[src/rtl/kv_pkg.sv]
// Shared KV-cache geometry, field widths and the score FSM state type.
package kv_pkg;

  localparam int N_LAYER  = 4;
  localparam int N_HEAD   = 8;
  localparam int N_POS    = 256;
  localparam int HEAD_DIM = 16;

  localparam int LAYER_W = $clog2(N_LAYER);
  localparam int HEAD_W  = $clog2(N_HEAD);
  localparam int POS_W   = $clog2(N_POS);
  localparam int DIM_W   = $clog2(HEAD_DIM);
  localparam int DATA_W  = 8;
  localparam int PROD_W  = 2 * DATA_W;
  // Full-precision sum of HEAD_DIM signed 8x8 products.
  localparam int ACC_W   = PROD_W + DIM_W;

  typedef enum logic [2:0] {
    S_IDLE,
    S_ISSUE,
    S_DRAIN,
    S_OUT,
    S_DONE
  } qk_state_e;

  typedef enum logic {
    KV_SEL_K = 1'b0,
    KV_SEL_V = 1'b1
  } kv_sel_e;

endpackage

[src/rtl/qk_mac.sv]
// Signed 8x8 multiply-accumulate with synchronous clear; exposes the next
// accumulator value so the owner can capture a sum on the edge it completes.
module qk_mac
  import kv_pkg::*;
(
  input  logic                     clk_i,
  input  logic                     rst_i,
  input  logic                     clr_i,
  input  logic                     en_i,
  input  logic signed [DATA_W-1:0] a_i,
  input  logic signed [DATA_W-1:0] b_i,
  output logic signed [ACC_W-1:0]  acc_d_o
);

  logic signed [PROD_W-1:0] prod;
  logic signed [ACC_W-1:0]  acc_q;
  logic signed [ACC_W-1:0]  acc_d;

  always_comb begin
    // NOTE: every always_comb target gets a default first, so no path can infer a latch.
    acc_d = acc_q;
    prod  = PROD_W'(a_i) * PROD_W'(b_i);
    if (clr_i) begin
      acc_d = '0;
    end else if (en_i) begin
      acc_d = acc_q + ACC_W'(prod);
    end
  end

  // NOTE: sequential state uses non-blocking assignments only, so all flops update together.
  always_ff @(posedge clk_i or posedge rst_i) begin
    if (rst_i) begin
      acc_q <= '0;
    end else begin
      acc_q <= acc_d;
    end
  end

  assign acc_d_o = acc_d;

endmodule

[src/rtl/qk_score.sv]
// Query-key dot-product scorer over a range of KV-cache positions.
// Build macro QK_SCALE_EN: scores are the accumulator arithmetic-shifted right by 2.
module qk_score #(
  parameter int HEAD_DIM = 16,
  parameter int SCORE_W  = 20
) (
  input  logic                              clk_i,
  input  logic                              rst_i,
  input  logic                              start_i,
  input  logic [kv_pkg::LAYER_W-1:0]        layer_i,
  input  logic [kv_pkg::HEAD_W-1:0]         head_i,
  input  logic [kv_pkg::POS_W-1:0]          pos_max_i,
  input  logic                              q_we_i,
  input  logic [kv_pkg::DIM_W-1:0]          q_idx_i,
  input  logic signed [kv_pkg::DATA_W-1:0]  q_data_i,
  output logic [kv_pkg::LAYER_W-1:0]        kv_layer_o,
  output logic                              kv_sel_o,
  output logic [kv_pkg::HEAD_W-1:0]         kv_head_o,
  output logic [kv_pkg::POS_W-1:0]          kv_pos_o,
  output logic [kv_pkg::DIM_W-1:0]          kv_dim_o,
  input  logic signed [kv_pkg::DATA_W-1:0]  kv_rdata_i,
  output logic                              score_valid_o,
  input  logic                              score_ready_i,
  output logic signed [SCORE_W-1:0]         score_o,
  output logic [kv_pkg::POS_W-1:0]          score_pos_o,
  output logic                              busy_o,
  output logic                              done_o
);

  localparam int LAYER_W = kv_pkg::LAYER_W;
  localparam int HEAD_W  = kv_pkg::HEAD_W;
  localparam int POS_W   = kv_pkg::POS_W;
  localparam int DIM_W   = kv_pkg::DIM_W;
  localparam int DATA_W  = kv_pkg::DATA_W;
  localparam int ACC_W   = kv_pkg::ACC_W;
  localparam logic [DIM_W-1:0] LAST_DIM = DIM_W'(HEAD_DIM - 1);

  kv_pkg::qk_state_e         state_q;
  logic [LAYER_W-1:0]        layer_q;
  logic [HEAD_W-1:0]         head_q;
  logic [POS_W-1:0]          pos_q;
  logic [POS_W-1:0]          pos_max_q;
  logic [DIM_W-1:0]          dim_q;
  logic                      drain_q;
  logic                      busy_q;
  logic                      done_q;
  logic                      valid_q;
  logic signed [SCORE_W-1:0] score_q;
  logic [POS_W-1:0]          score_pos_q;
  logic signed [DATA_W-1:0]  q_q [HEAD_DIM];

  // Read-latency tracker: marks which cycles carry a K byte and for which dim.
  logic [1:0]                rd_vld_q;
  logic [DIM_W-1:0]          rd_dim1_q;
  logic [DIM_W-1:0]          rd_dim2_q;

  logic                      handshake;
  logic                      mac_clr;
  logic signed [ACC_W-1:0]   mac_acc_d;
  logic signed [SCORE_W-1:0] score_d;

  assign handshake = valid_q & score_ready_i;
  assign mac_clr   = ((state_q == kv_pkg::S_IDLE) && start_i) || handshake;

  qk_mac u_mac (
    .clk_i   (clk_i),
    .rst_i   (rst_i),
    .clr_i   (mac_clr),
    .en_i    (rd_vld_q[1]),
    .a_i     (kv_rdata_i),
    .b_i     (q_q[rd_dim2_q]),
    .acc_d_o (mac_acc_d)
  );

`ifdef QK_SCALE_EN
  assign score_d = SCORE_W'(mac_acc_d >>> 2);
`else
  assign score_d = SCORE_W'(mac_acc_d);
`endif

  always_ff @(posedge clk_i or posedge rst_i) begin
    if (rst_i) begin
      rd_vld_q  <= '0;
      rd_dim1_q <= '0;
      rd_dim2_q <= '0;
    end else begin
      rd_vld_q  <= {rd_vld_q[0], state_q == kv_pkg::S_ISSUE};
      rd_dim1_q <= dim_q;
      rd_dim2_q <= rd_dim1_q;
    end
  end

  always_ff @(posedge clk_i or posedge rst_i) begin
    if (rst_i) begin
      state_q     <= kv_pkg::S_IDLE;
      layer_q     <= '0;
      head_q      <= '0;
      pos_q       <= '0;
      pos_max_q   <= '0;
      dim_q       <= '0;
      drain_q     <= 1'b0;
      busy_q      <= 1'b0;
      done_q      <= 1'b0;
      valid_q     <= 1'b0;
      score_q     <= '0;
      score_pos_q <= '0;
      // NOTE: the query file is reset like any other register; a pass started
      // straight after reset must see zero queries, not stale or unknown ones.
      for (int i = 0; i < HEAD_DIM; i++) begin
        q_q[i] <= '0;
      end
    end else begin
      done_q <= 1'b0;
      case (state_q)
        kv_pkg::S_IDLE: begin
          if (q_we_i) begin
            q_q[q_idx_i] <= q_data_i;
          end
          if (start_i) begin
            layer_q   <= layer_i;
            head_q    <= head_i;
            pos_max_q <= pos_max_i;
            pos_q     <= '0;
            dim_q     <= '0;
            busy_q    <= 1'b1;
            state_q   <= kv_pkg::S_ISSUE;
          end
        end
        kv_pkg::S_ISSUE: begin
          if (dim_q == LAST_DIM) begin
            dim_q   <= '0;
            drain_q <= 1'b0;
            state_q <= kv_pkg::S_DRAIN;
          end else begin
            dim_q <= dim_q + 1'b1;
          end
        end
        kv_pkg::S_DRAIN: begin
          if (drain_q) begin
            drain_q     <= 1'b0;
            valid_q     <= 1'b1;
            score_q     <= score_d;
            score_pos_q <= pos_q;
            state_q     <= kv_pkg::S_OUT;
          end else begin
            drain_q <= 1'b1;
          end
        end
        kv_pkg::S_OUT: begin
          if (score_ready_i) begin
            valid_q <= 1'b0;
            // Compare before incrementing so pos_max = 255 ends without wrapping.
            if (pos_q < pos_max_q) begin
              pos_q   <= pos_q + 1'b1;
              state_q <= kv_pkg::S_ISSUE;
            end else begin
              busy_q  <= 1'b0;
              done_q  <= 1'b1;
              state_q <= kv_pkg::S_DONE;
            end
          end
        end
        kv_pkg::S_DONE: begin
          state_q <= kv_pkg::S_IDLE;
        end
        default: begin
          state_q <= kv_pkg::S_IDLE;
        end
      endcase
    end
  end

  assign kv_layer_o    = layer_q;
  assign kv_sel_o      = kv_pkg::KV_SEL_K;
  assign kv_head_o     = head_q;
  assign kv_pos_o      = pos_q;
  assign kv_dim_o      = dim_q;
  assign score_valid_o = valid_q;
  assign score_o       = score_q;
  assign score_pos_o   = score_pos_q;
  assign busy_o        = busy_q;
  assign done_o        = done_q;

endmodule

[config.mk]
export PLATFORM = sky130hd
export DESIGN_NAME = qk_score
export DESIGN_NICKNAME = d
export VERILOG_FILES = /design/src/rtl/kv_pkg.sv /design/src/rtl/qk_mac.sv /design/src/rtl/qk_score.sv
export SDC_FILE = /design/constraint.sdc
export NUM_CORES = 1
export LEC_CHECK = 0
export CELL_PAD_IN_SITES_DETAIL_PLACEMENT = 0
export CELL_PAD_IN_SITES_GLOBAL_PLACEMENT = 1
export CORE_MARGIN = 4
export CORE_UTILIZATION = 50
export CTS_CLUSTER_DIAMETER = 50
export DETAILED_ROUTE_END_ITERATION = 12
export GPL_TIMING_DRIVEN = 0
export PLACE_DENSITY_LB_ADDON = 0.1
export SYNTH_ARGS = -nofsm -noshare
export SYNTH_HDL_FRONTEND = slang
export SYNTH_SLANG_ARGS = --single-unit
[constraint.sdc]
create_clock -name clk_i -period 10.6 [get_ports clk_i]
set_clock_uncertainty 0.2 [all_clocks]
set_input_delay 1.06 -clock clk_i [delete_from_list [all_inputs] [get_ports clk_i]]
set_output_delay 1.06 -clock clk_i [all_outputs]
set_load 0.02 [all_outputs]
# --- Word-level counts from Yosys, hierarchy flattened ---
# Index checks and enable logic that the tools add are counted.
word_totals:
  ff_bits: 218
  in_bits: 38
classes:
  multipliers: 1
  eq_ne: 10
  muxes: 34
  magnitude_cmp: 4
  bitwise: 3
  reduce_logical: 17
  addsub: 3
ops:
  columns: ["cell", "count"]
  rows:
  - ["$bwmux 128", 1]
  - ["$mux 8", 6]
  - ["$mux 20", 2]
  - ["$bmux 8 s4", 1]
  - ["$demux 8 s4", 1]
  - ["$add 20x16->20", 1]
  - ["$mul 8x8->16", 1]
  - ["$pmux 8 s2", 1]
  - ["$mux 3", 5]
  - ["$pmux 3 s4", 1]
  - ["$reduce_and 4->1", 3]
  - ["$ge 5x5->1 const B", 2]
  - ["$mux 1", 10]
  - ["$ne 2x2->1 const B", 5]
  - ["$not 4->5", 2]
  - ["$reduce_and 2->1", 5]
  - ["$add 8x1->8 const B", 1]
  - ["$lt 8x8->1", 1]
  - ["$mux 4", 2]
  - ["$pmux 4 s2", 1]
  - ["$reduce_bool 2->1", 4]
  - ["$eq 3x2->1 const B", 2]
  - ["$pmux 1 s2", 3]
  - ["$lt 5x1->1 const B", 1]
  - ["9 further kinds", 10]

# --- Longest topological paths before layout ---
# Gate-level depths: netlist of the first run.
depth:
  depth_word: 8
  ltp_mapped: 24
  mapped_depth_nobuf: 21

# --- Hierarchy ---
# Synthesis of the first run repeated with hierarchy kept, for this count alone.
unflattened:
  hier_cells: 1045
  area_unflattened_um2: 13222.7
by_module_without_submodules:
  columns: ["mod", "area_per_inst_um2", "cells_per_inst", "n_inst"]
  rows:
  - ["qk_score", 8757.1, 583, 1]
  - ["qk_mac", 4465.5, 462, 1]

# --- Worst setup path after synthesis of the first run ---
# Ideal clock, no wire load.
synth_path:
  path_type: "flip-flop to flip-flop"
  startpoint: "reg rd_dim2_q[0]"
  endpoint: "reg score_q[19], in the netlist score_o[19]"
  path_slack_ns: 4.007
  t_required_ns: 10.335
  period_less_slack_ns: 6.593
  stages_incl_launch_ff: 21
  arrival_time_ns: 6.328
  path_cell_list: "dfrtp_1 buf_6 buf_4 mux4_2 mux4_2 and2_1 fa_1 inv_1 fa_1 inv_1 fa_1 fa_1 ha_1 ha_1 a21o_1 a221o_1 a21oi_1 o31ai_1 a311o_1 nand3_1 mux2_2"
synth_between:
  elab_chain_len: 8
synth_lines:
  columns: ["element", "line", "rtl"]
  rows:
  - ["start, declared", "qk_score.sv:55", "logic [DIM_W-1:0] rd_dim2_q;"]
  - ["start signal, assigned", "qk_score.sv:89", "rd_dim2_q <= rd_dim1_q;"]
  - ["$not 4->5 (implied by the code)", "qk_score.sv:71", ".b_i (q_q[rd_dim2_q]),"]
  - ["$bmux 8 s4", "qk_score.sv:71", null]
  - ["$mux 8 (implied by the code) (2 in a row)", "qk_score.sv:71", null]
  - ["$mul 8x8->16", "qk_mac.sv:22", "prod = PROD_W'(a_i) * PROD_W'(b_i);"]
  - ["$add 20x16->20", "qk_mac.sv:26", "acc_d = acc_q + ACC_W'(prod);"]
  - ["$mux 20", "qk_mac.sv:25", "end else if (en_i) begin"]
  - ["$mux 20", "qk_mac.sv:23", "if (clr_i) begin"]
  - ["net mac_acc_d[19]", "qk_score.sv:59", "logic signed [ACC_W-1:0] mac_acc_d;"]
  - ["end signal, assigned", "qk_score.sv:142", "score_q <= score_d;"]
  - ["end, declared", "qk_score.sv:48", "logic signed [SCORE_W-1:0] score_q;"]
# The timed path passes the listed nets, and every way through them passes these cells. The select of a mux whose other input is x is not followed.
# A chain may end at the register's enable or synchronous reset.

# --- Final worst setup path of the first run ---
layout_path:
  startpoint: "reg rd_dim2_q[1]"
  endpoint: "reg score_q[18], in the netlist score_o[18]"
# Same word-level chain as after synthesis.

==> impl_metrics.env, run 1 <==
export IMPL_outcome="completed"
export IMPL_finalWorstSetupSlack_ns=3.24
export IMPL_synthFlopType="dfrtp_1"
export IMPL_insertion_delay_ns=0.55
export IMPL_cp_arrival_ns=7.62
export IMPL_fin_crit_ns=7.36
export IMPL_min_from="rd_dim1_q[3]"
export IMPL_grt_pass1_wl_um=49000
export IMPL_clockRootBuffer="clkbuf_16"
export IMPL_placementRows=59
export IMPL_yosys_area_top_type="dfrtp_1"
export IMPL_synth_top_area_share=0.414
export IMPL_first_iter_violations=377
export IMPL_cp_slowest_cell="fa_1"
export IMPL_timing_worst_setup_path_type="flip-flop to flip-flop"
export IMPL_io_pins=87
export IMPL_hold_viol_final=0
export IMPL_grt_max_degree=127
export IMPL_hold_end="rd_dim2_q[3]"
export IMPL_synthDistinctLibCells=64
export IMPL_fp_dieH_um=170
export IMPL_avgViaCountPerCell=5.42
export IMPL_worst_pin_slew_ns=1.22
export IMPL_post_cts_buffers=0
export IMPL_rrSetupSlack_ns=3.24
export IMPL_seq_area_sq_um=5460
export IMPL_crit_fanout=12
export IMPL_wirelength_um=29400
export IMPL_cap_viol_max_count=0
export IMPL_ys_seq_area_frac=0.414
export IMPL_finalNetCount=1360
export IMPL_dp_hpwl_um=21200
export IMPL_cts_buffers=26
export IMPL_hp_class="flip-flop to flip-flop"
export IMPL_routabilityCongestion=0.784
export IMPL_r2r_end="score_o[18]"
export IMPL_r2r_start="rd_dim2_q[1]"
export IMPL_final_cell_mix="218 x dfrtp_1, 141 x mux2_2, 111 x nand2_1"
export IMPL_dr_pass1_iters=4
export IMPL_pre_cts_ws_ns=3.23
export IMPL_finalCritPeriodShare=0.694
export IMPL_htree_levels=1
export IMPL_syn_inst=1067
export IMPL_ant_nets=0
export IMPL_slew_headroom=0.180
export IMPL_grt_overflow=0
export IMPL_antenna_found_initial=0
export IMPL_clkSinkCount=218
export IMPL_end_kind="flip-flop"
export IMPL_fin_setup_tns_ns=0
export IMPL_cpPeakStageDelay_ns=0.65
export IMPL_synth_seq_cells=218
export IMPL_remaining_drc_errors=0
export IMPL_synth_nets=1248
export IMPL_slew_viol_final=0
export IMPL_multi_input_comb_area_sq_um=7130
export IMPL_cts_tree="built"
export IMPL_synthTopCellsByArea="dfrtp_1 41%, fa_1 13%, mux2_2 12%"
export IMPL_die_w_um=170
export IMPL_avgSynthCellArea_sq_um=12.3
export IMPL_drive_above_1_share=0.192
export IMPL_grt_pass1_vias=8920
export IMPL_rsz0062_at_grt="no"
export IMPL_grt_total_usage=0.213
export IMPL_final_common_cell="dfrtp_1"
export IMPL_setup_viol=0
export IMPL_die_area_sq_um=29000
export IMPL_fill_cells=2170
export IMPL_cts_buffer_depth=3
export IMPL_area_delta_synth_final_pct=16.5
export IMPL_holdPathStages=0
export IMPL_reg2reg_depth=19
export IMPL_ctsResizeCount=0
export IMPL_cts_reportedPaths_clkPinSlew_ns=0.06
export IMPL_vias=8301
export IMPL_diodes=0
export IMPL_postCtsHoldBufs=0
export IMPL_ys_warn_count=0
export IMPL_fmax_mhz=136
export IMPL_crit_required_ns=10.86
export IMPL_wl_per_cell_um=19.2
export IMPL_critPathLaunchType="flip-flop"
export IMPL_synth_edf_count=0
export IMPL_critPathMostFrequentCell="fa_1"
export IMPL_core_area_sq_um=26000
export IMPL_hold_ws_ns=0.148
export IMPL_postSynth_asyncResetShare=1.00
export IMPL_start_util=0.507
export IMPL_syn_area_sq_um=13200
export IMPL_portBuffers=83
export IMPL_crit_chain="buf_1, mux4_2, mux4_2, and2_1, fa_1, inv_1, fa_1, inv_1, fa_1, fa_1, ha_1, ha_1, a21o_1, a21o_1, a21o_1, a41oi_4, mux2_1, o22ai_1, mux2_2"
## cells in the mapped netlist (2+ instances only)
cell,n
nand2_1,111
mux4_2,30
a22o_1,3
a211oi_1,5
o22a_1,2
nand2b_1,4
nand3_1,10
buf_4,2
mux2_2,141
or3_1,7
o211ai_1,3
o21bai_1,3
mux2i_1,15
a21oi_2,2
and2_4,2
xnor2_1,11
nor2b_1,11
nand4_1,3
o31ai_1,9
buf_1,6
a211o_1,2
o21ai_0,26
inv_1,104
a31oi_1,2
clkbuf_1,29
and2_1,38
dfrtp_1,218
nand3b_1,4
nor2_1,40
ha_1,55
a21oi_1,22
nor4b_1,2
a21o_1,8
and3_1,8
xor2_1,5
fa_1,88
mux4_1,9
## state kept, by name, indices dropped and copies added, names as in the netlist, 4 cells and up
signal	cells
score_o	20
q_q	128
pos_max_q	8
score_pos_o	8
kv_pos_o	8
u_mac.acc_q	20
rd_dim1_q	4
rd_dim2_q	4
kv_dim_o	4
## cell families (layout without fill, tap and decap cells)
| kind of cell | count (synthesis) | in the layout | synth area share |
|---|---|---|---|
| xor+xnor | 17 | 17 | 0.0123 |
| compound gates | 97 | 97 | 0.0494 |
| other cells | 1 | 1 | 0.000285 |
| mux | 196 | 196 | 0.202 |
| fa+ha+maj | 143 | 143 | 0.186 |
| flops | 218 | 218 | 0.414 |
| buf+inv | 146 | 276 | 0.0449 |
| simple gates | 249 | 249 | 0.0911 |
## stage by stage
step                      area (sq um)   util  std cells
after floorplan                  13200      -       1067
after global placement           14400  0.555       1485
after detailed placement         14500  0.556       1486
after CTS                        15300  0.591       1532
after global routing             15300  0.591       1532
final                            15300  0.591       1532
## final cells by class
type                    instances  share of cell area
plain buffers                  41              0.0129
clock buffers                  39              0.0501
clock inverters                 7             0.00783
inverters                     105              0.0262
multi-input cells             703               0.464
flip-flops and latches        218               0.355
well taps                     335              0.0273
repair buffers                 84              0.0559
## worst max-delay path by stage
stage / slack [ns] / startpoint / endpoint / cells after the start
2_1_floorplan: 3.38 / rst_i / busy_o / 1
3_3_place_gp: 0.47 / rst_i / u_mac.acc_q[19] / 2
3_5_place_dp: 3.23 / rd_dim2_q[1] / score_o[19] / 19
4_1_cts: 3.18 / rd_dim2_q[1] / score_o[19] / 19
5_1_grt: 2.79 / rd_dim2_q[1] / score_o[17] / 19
6_report: 3.24 / rd_dim2_q[1] / score_o[18] / 19
## critical path, delay by kind of cell (launching register included)
family,cells,cell delay [ns]
compound gates,5,0.97
fa+ha+maj,6,2.85
buf+inv,3,0.72
mux,4,1.57
simple gates,1,0.50
flops,1,0.44
## metal layers
metal	vias up	GRT usage	wire length, um
met2	141	0.333	13500
met4	0	0.0375	455
met1	4270	0.325	14100
met3	34	0.0321	1400
met5	-	0	0
li1	3856	-	-
Power of run 1 is left out: the tool's default activity adds up to more than one toggle a clock period on the data nets, which glitch-free logic cannot reach.
==> run 2: changes to the inputs <==
Settings changed: CORE_UTILIZATION 50 to 45.
Clock period 10.6 ns to 5.9 ns, I/O delays scaled along.
==> impl_metrics.env, run 2 (synthesis results as in run 1) <==
export IMPL_outcome="finished with violations"
export IMPL_violations="negative setup slack"
export IMPL_wirelength_um=31000
export IMPL_htree_levels=1
export IMPL_fin_util=0.570
export IMPL_slew_headroom=0.220
export IMPL_top_register="q_q"
export IMPL_largest_reg_flops=128
export IMPL_portBuffers=83
export IMPL_wl_per_cell_um=19.0
export IMPL_grt_total_usage=0.200
export IMPL_fp_dieH_um=179
export IMPL_cts_buffer_depth=3
export IMPL_dp_hpwl_um=22200
export IMPL_final_cell_mix="218 x dfrtp_1, 138 x mux2_2, 109 x nand2_1"
export IMPL_placementRows=62
export IMPL_dr_pass1_iters=5
export IMPL_insertion_delay_ns=0.52
export IMPL_area_delta_synth_final_pct=24.4
export IMPL_crit_fanout=6
export IMPL_cap_viol_max_count=0
export IMPL_vias=8540
export IMPL_cts_tree="built"
export IMPL_clkSinkCount=218
export IMPL_crit_required_ns=6.16
export IMPL_grt_pass1_vias=9104
export IMPL_first_iter_violations=324
export IMPL_fmax_mhz=152
export IMPL_routabilityCongestion=0.771
export IMPL_core_area_sq_um=28800
export IMPL_antenna_found_initial=0
export IMPL_cts_buffers=26
export IMPL_io_pins=87
export IMPL_rsz0062_at_grt="yes"
export IMPL_fin_crit_ns=6.57
export IMPL_place_inst=1540
export IMPL_hold_ws_ns=0.144
export IMPL_ant_nets=0
export IMPL_die_w_um=179
export IMPL_finalCritPeriodShare=1.11
export IMPL_drive_above_1_share=0.288
export IMPL_grt_pass1_wl_um=50400
export IMPL_hold_viol_final=0
export IMPL_cp_arrival_ns=6.83
export IMPL_finalWorstSetupSlack_ns=-0.671
export IMPL_grt_overflow=0
export IMPL_slew_viol_final=0
export IMPL_final_cells=1629
export IMPL_end_kind="flip-flop"
export IMPL_start_util=0.458
export IMPL_finalNetCount=1405
export IMPL_clockRootBuffer="clkbuf_16"
export IMPL_die_area_sq_um=32100
export IMPL_pre_cts_ws_ns=-1.06
export IMPL_worst_pin_slew_ns=1.16
export IMPL_postCtsHoldBufs=0
export IMPL_cts_reportedPaths_clkPinSlew_ns=0.06
export IMPL_final_common_cell="dfrtp_1"
export IMPL_avgViaCountPerCell=5.24
export IMPL_grt_max_degree=42
export IMPL_remaining_drc_errors=0
export IMPL_setup_viol=22
export IMPL_critPathLaunchType="flip-flop"
export IMPL_fill_cells=2433
export IMPL_hp_class="flip-flop to flip-flop"
export IMPL_timing_worst_setup_path_type="flip-flop to flip-flop"
## run 2: timing repair
item                                   CTS  global route
endpoints found under the hold margin    0             0
setup buffers                           25            13
pin swaps                               30            41
resized for setup                       30            50
cloned                                   2             1
setup endpoints to repair               27            26
## run 2: worst max-delay path, stage by stage, from the launching register on
cell	delay (ns)
dfrtp_1	0.34
buf_6	0.13
buf_12	0.14
buf_12	0.13
mux4_2	0.50
mux4_2	0.61
and2_4	0.19
fa_1	0.53
inv_1	0.05
fa_1	0.49
inv_2	0.04
fa_1	0.49
fa_1	0.45
fa_1	0.55
ha_4	0.23
and4b_1	0.20
or3_4	0.43
a41oi_4	0.19
mux2_4	0.33
o22ai_4	0.12
mux2_4	0.17
## run 2: area by class of cell
class	count	area, sq um	area share
sequential	218	5460	0.333
inverter	105	398	0.0243
antenna	1	2.50	0.000153
clock buffer	37	753	0.0460
multi-input combinational	703	7560	0.461
timing repair buffer	130	1390	0.0850
buffer	40	218	0.0133
tap	384	480	0.0293
clock inverter	11	126	0.00771
## run 2: per-layer routing
metal | vias up | global-route usage | part of all wire
met4 | 0 | 0.0371 | 0.015
met1 | 4428 | 0.280 | 0.45
met5 | - | 0 | 0
li1 | 3963 | - | -
met3 | 35 | 0.0205 | 0.028
met2 | 114 | 0.345 | 0.50
## run 2: metrics by stage
stage | setup TNS (ns) | instance area [sq um]
floorplan | -1.76 | 13400
global placement | -18.19 | 14700
detailed placement | -18.78 | 14800
CTS | -12.09 | 16100
global route | -13.18 | 16400
finish | -9.45 | 16400
## run 2: final timing paths
path	slack (ns)	to	cells past startpoint	start
max	-0.67	score_o[18]	20	rd_dim2_q[0]
min	0.14	rd_dim2_q[2]	0	rd_dim1_q[2]
max reg2reg	-0.67	score_o[18]	20	rd_dim2_q[0]
min reg2reg	0.14	rd_dim2_q[2]	0	rd_dim1_q[2]
max in group asynchronous	4.27	kv_dim_o[3]	5	rst_i
min in group asynchronous	0.22	score_o[1]	2	rst_i
Power of run 2 is left out for the same reason.
==> edit 1 (flow settings as in run 1) <==
Add a define of `QK_SCALE_EN`.
--- a/src/rtl/qk_score.sv
+++ b/src/rtl/qk_score.sv
@@ -1,5 +1,7 @@
 // Query-key dot-product scorer over a range of KV-cache positions.
 // Build macro QK_SCALE_EN: scores are the accumulator arithmetic-shifted right by 2.
+`define QK_SCALE_EN
+
 module qk_score #(
   parameter int HEAD_DIM = 16,
   parameter int SCORE_W  = 20
Behaviour: no difference found for any inputs over 10 cycles, from zero or initial values and one cycle with rst_i high; that may be too few to reach the edited logic, so the function may still have changed.
==> edit 1 against run 1 <==
- first-iteration DRC count is 7.7% higher
- hold slack worse by 0.0031 ns
- count of clock-buffer cells in the layout is 7 lower
- area after synthesis is 1.4% lower
- cell area is 0.73% lower
- routed wire length is 2.3% lower
- die area is 1.3% lower
- sequential cell count is 2 lower
- non-clock buffer count is 1 higher
- worst setup slack worse by 0.31 ns
==> edit 1: results (changes against run 1) <==
[synth]
synth-xor-area-share_pct = 1.21  ; was 1.23%
ys_top_cells_by_count = dfrtp_1, mux2_2, inv_1  ; was dfrtp_1, mux2_2, nand2_1
syn-num-nets = 1220  ; was 1,248
synth_area_leaders = dfrtp_1, fa_1, mux2_2  ; unchanged
synthMuxAreaShare_pct = 21.0  ; was 20.2%
synth-compound-area-share_pct = 5.12  ; was 4.94%
netlist_instances = 1039  ; was 1,067
ys_seq_area_share_pct = 41.6  ; was 41.4%

[placed_design]
globalplace.congestion = 0.777  ; was 0.784
preCtsSetupSlack_ns = 2.90  ; was 3.23 ns

[global_routing]
met3_usage_pct = 3.56  ; was 3.21%
met2_usage_pct = 31.4  ; was 33.3%
grt_util_met1_pct = 33.2  ; was 32.5%
track_usage_pct = 21.1  ; was 21.3%

[critical_path]
arrival_ns = 7.86  ; was 7.62 ns

[sta]
slew_headroom_pct = 14.0  ; was 18.0%
hold_slack_ns = 0.144  ; was 0.148 ns

[min_path]
min_to = rd_dim2_q[2]  ; was rd_dim2_q[3]
hold_start = rd_dim1_q[2]  ; was rd_dim1_q[3]

[clock_tree]
clk_latency_ns = 0.53  ; was 0.55 ns
cts_buffers = 27  ; was 26

[outcome]
outcome = finished clean  ; unchanged

[drt]
vias = 8177  ; was 8,301
wl_met3_mm = 1.41  ; was 1.40 mm
wl_met1_mm = 14.2  ; was 14.1 mm

[cells_and_area]
num-fill-cells = 2128  ; was 2,170
final_nets = 1333  ; was 1,360

## edit 1: cell types whose count changed in the layout (fill, tap and decap cells not counted), moves of 4 or more
cell / delta
nor3_1: +7
clkbuf_8: -5
clkbuf_1: -8
or3_1: -6
mux2_2: +9
mux4_2: +9
nand2_1: -41
o21ai_0: +7
nor2b_1: -4
and3_1: -5
mux4_1: -9
clkinv_2: +4
## edit 1: power by group through the flow
stage               sequential [uW]  combinational (uW)  clock [uW]
CTS                            1250                3250         993
global placement               1250                3180           0
finish                         1250                3190         972
detailed placement             1260                3200           0
floorplan                      1250                2400           0
global route                   1280                3690        1040
## edit 1: how the worst max path moves through the flow
stage                  from      endpoint  slack (ns)  cells after the start
2_1_floorplan         rst_i        busy_o        3.43                      1
3_3_place_gp          rst_i  pos_max_q[5]        0.53                      2
3_5_place_dp   rd_dim2_q[1]   score_o[17]        2.90                     19
4_1_cts        rd_dim2_q[1]   score_o[17]        2.87                     19
5_1_grt        rd_dim2_q[1]   score_o[17]        2.44                     19
6_report       rd_dim2_q[1]   score_o[17]        2.94                     19
## edit 1: per-stage QoR
| step | total power (uW) | instance area (um2) |
|---|---|---|
| after floorplan | 3650 | 13000 |
| after global placement | 4430 | 14200 |
| after detailed placement | 4460 | 14300 |
| after CTS | 5490 | 15200 |
| after global routing | 6010 | 15200 |
| final | 5410 | 15200 |
## edit 1: logic make-up after synthesis
logic type | count (synthesis)
muxes | 205
adders and majority gates | 143
other | 1
and+or+nand+nor | 202
AOI/OAI and AO/OA | 104
xor gates and xnor gates | 18
DFF | 216
buffers and inverters | 150
## edit 1: layout make-up
class                      instances  share of cell area [%]
inverter                         108                    2.71
clock inverter                    18                    1.65
clock buffer                      32                    4.69
tap                              330                    2.71
buffer                            42                    1.35
timing repair buffer              84                    5.63
sequential                       216                    35.5
multi-input combinational        673                    45.8
==> edit 2 (settings of run 1) <==
Without the edit above. Reset style: synchronous (`rst_i`), changed in 3 clocked blocks.
--- a/src/rtl/qk_mac.sv
+++ b/src/rtl/qk_mac.sv
@@ -28,7 +28,7 @@
   end
 
   // NOTE: sequential state uses non-blocking assignments only, so all flops update together.
-  always_ff @(posedge clk_i or posedge rst_i) begin
+  always_ff @(posedge clk_i) begin
     if (rst_i) begin
       acc_q <= '0;
     end else begin
--- a/src/rtl/qk_score.sv
+++ b/src/rtl/qk_score.sv
@@ -78,7 +78,7 @@
   assign score_d = SCORE_W'(mac_acc_d);
 `endif
 
-  always_ff @(posedge clk_i or posedge rst_i) begin
+  always_ff @(posedge clk_i) begin
     if (rst_i) begin
       rd_vld_q  <= '0;
       rd_dim1_q <= '0;
@@ -90,7 +90,7 @@
     end
   end
 
-  always_ff @(posedge clk_i or posedge rst_i) begin
+  always_ff @(posedge clk_i) begin
     if (rst_i) begin
       state_q     <= kv_pkg::S_IDLE;
       layer_q     <= '0;
Check against the original RTL: differs if rst_i is asserted again (counterexample within 4 cycles, from zero or initial values and one cycle with rst_i high); with rst_i held inactive, the same outputs for 10 cycles.
==> edit 2 against run 1 <==
- sequential cell count is the same
- fmax decreased by 3.5%
- core utilization down 0.16 points
- critical path depth unchanged
- cell area is 3.1% lower
- sequential share of layout area up 2.4 points
- routed wire length shrank 2.9%
- area after synthesis down 2.2%
- global-route usage is 0.91 points lower
- worst setup slack worse by 0.27 ns
- critical path type unchanged
Power is left out: it rests on default switching activity, and per cell area and clock period it moved more than threefold.
==> edit 2: results (changes against run 1) <==
[cells_and_area]
sh_seq_area_pct = 37.9  ; was 35.5%
n_all_buffers = 126  ; was 125
drive_gt1_share_pct = 8.73  ; was 19.2%
clock_buffer_count = 37  ; was 39
instances_no_fill = 1567  ; was 1,532
multiInputGateArea_um2 = 6620  ; was 7130 um2
num-fill-cells = 2143  ; was 2,170
multi_input_cells = 746  ; was 703

[die]
die_area_um2 = 28400  ; was 29,000 um2

[synth]
ys_seq_area_share_pct = 43.8  ; was 41.4%
async_flop_share_pct = 0  ; was 100%
ys_top_cells_by_count = and2_1, edfxtp_1, inv_1  ; was dfrtp_1, mux2_2, nand2_1
synth_area_leaders = edfxtp_1, dfxtp_1, fa_1  ; was dfrtp_1, fa_1, mux2_2
synth-compound-area-share_pct = 5.23  ; was 4.94%
synth_edf_count = 128  ; was 0
synth_adder_area_share_pct = 19.0  ; was 18.6%

[drt]
vias = 8216  ; was 8,301
drt_iter0_drc = 517  ; was 377
wl_per_cell_um = 18.2  ; was 19.2 um

[placed_design]
io_buffers = 84  ; was 83
dpl_cell_area_um2 = 14100  ; was 14,500 um2

[min_path]
hold_start = rd_dim1_q[0]  ; was rd_dim1_q[3]

[clock_tree]
cts_buffers = 22  ; was 26

[outcome]
outcome = finished clean  ; unchanged

[global_routing]
track_usage_pct = 20.4  ; was 21.3%
grt_pass1_wl_mm = 45.9  ; was 49.0 mm
grt_pass1_vias = 8260  ; was 8,920

[sta]
slew_headroom_pct = 22.3  ; was 18.0%
hold_slack_ns = 0.236  ; was 0.148 ns

edit 2: routing by layer:
metal / up-vias / GRT usage, % / wire length (um)
li1: 3971 / - / -
met1: 4063 / 28.8 / 12900
met2: 159 / 34.9 / 14000
met3: 23 / 2.59 / 1370
met4: 0 / 3.28 / 321
met5: - / 0 / 0
edit 2: logic make-up after synthesis:
kind of cell / after synthesis
DFF: 218
and+or+nand+nor: 412
adders and majority gates: 143
other: 1
buffers and inverters: 149
AOI/OAI and AO/OA: 108
xor gates and xnor gates: 24
muxes: 58
edit 2: worst max path at each step:
stage | startpoint | end | slack, ns | cells after the start
after CTS | register | score_o[17] | 2.95 | 19
after detailed placement | register | score_o[17] | 3.02 | 19
after global routing | register | score_o[17] | 2.59 | 19
final | register | score_o[17] | 2.97 | 19
after floorplan | register | score_o[17] | 4.09 | 21
after global placement | register | score_o[17] | 3.03 | 19
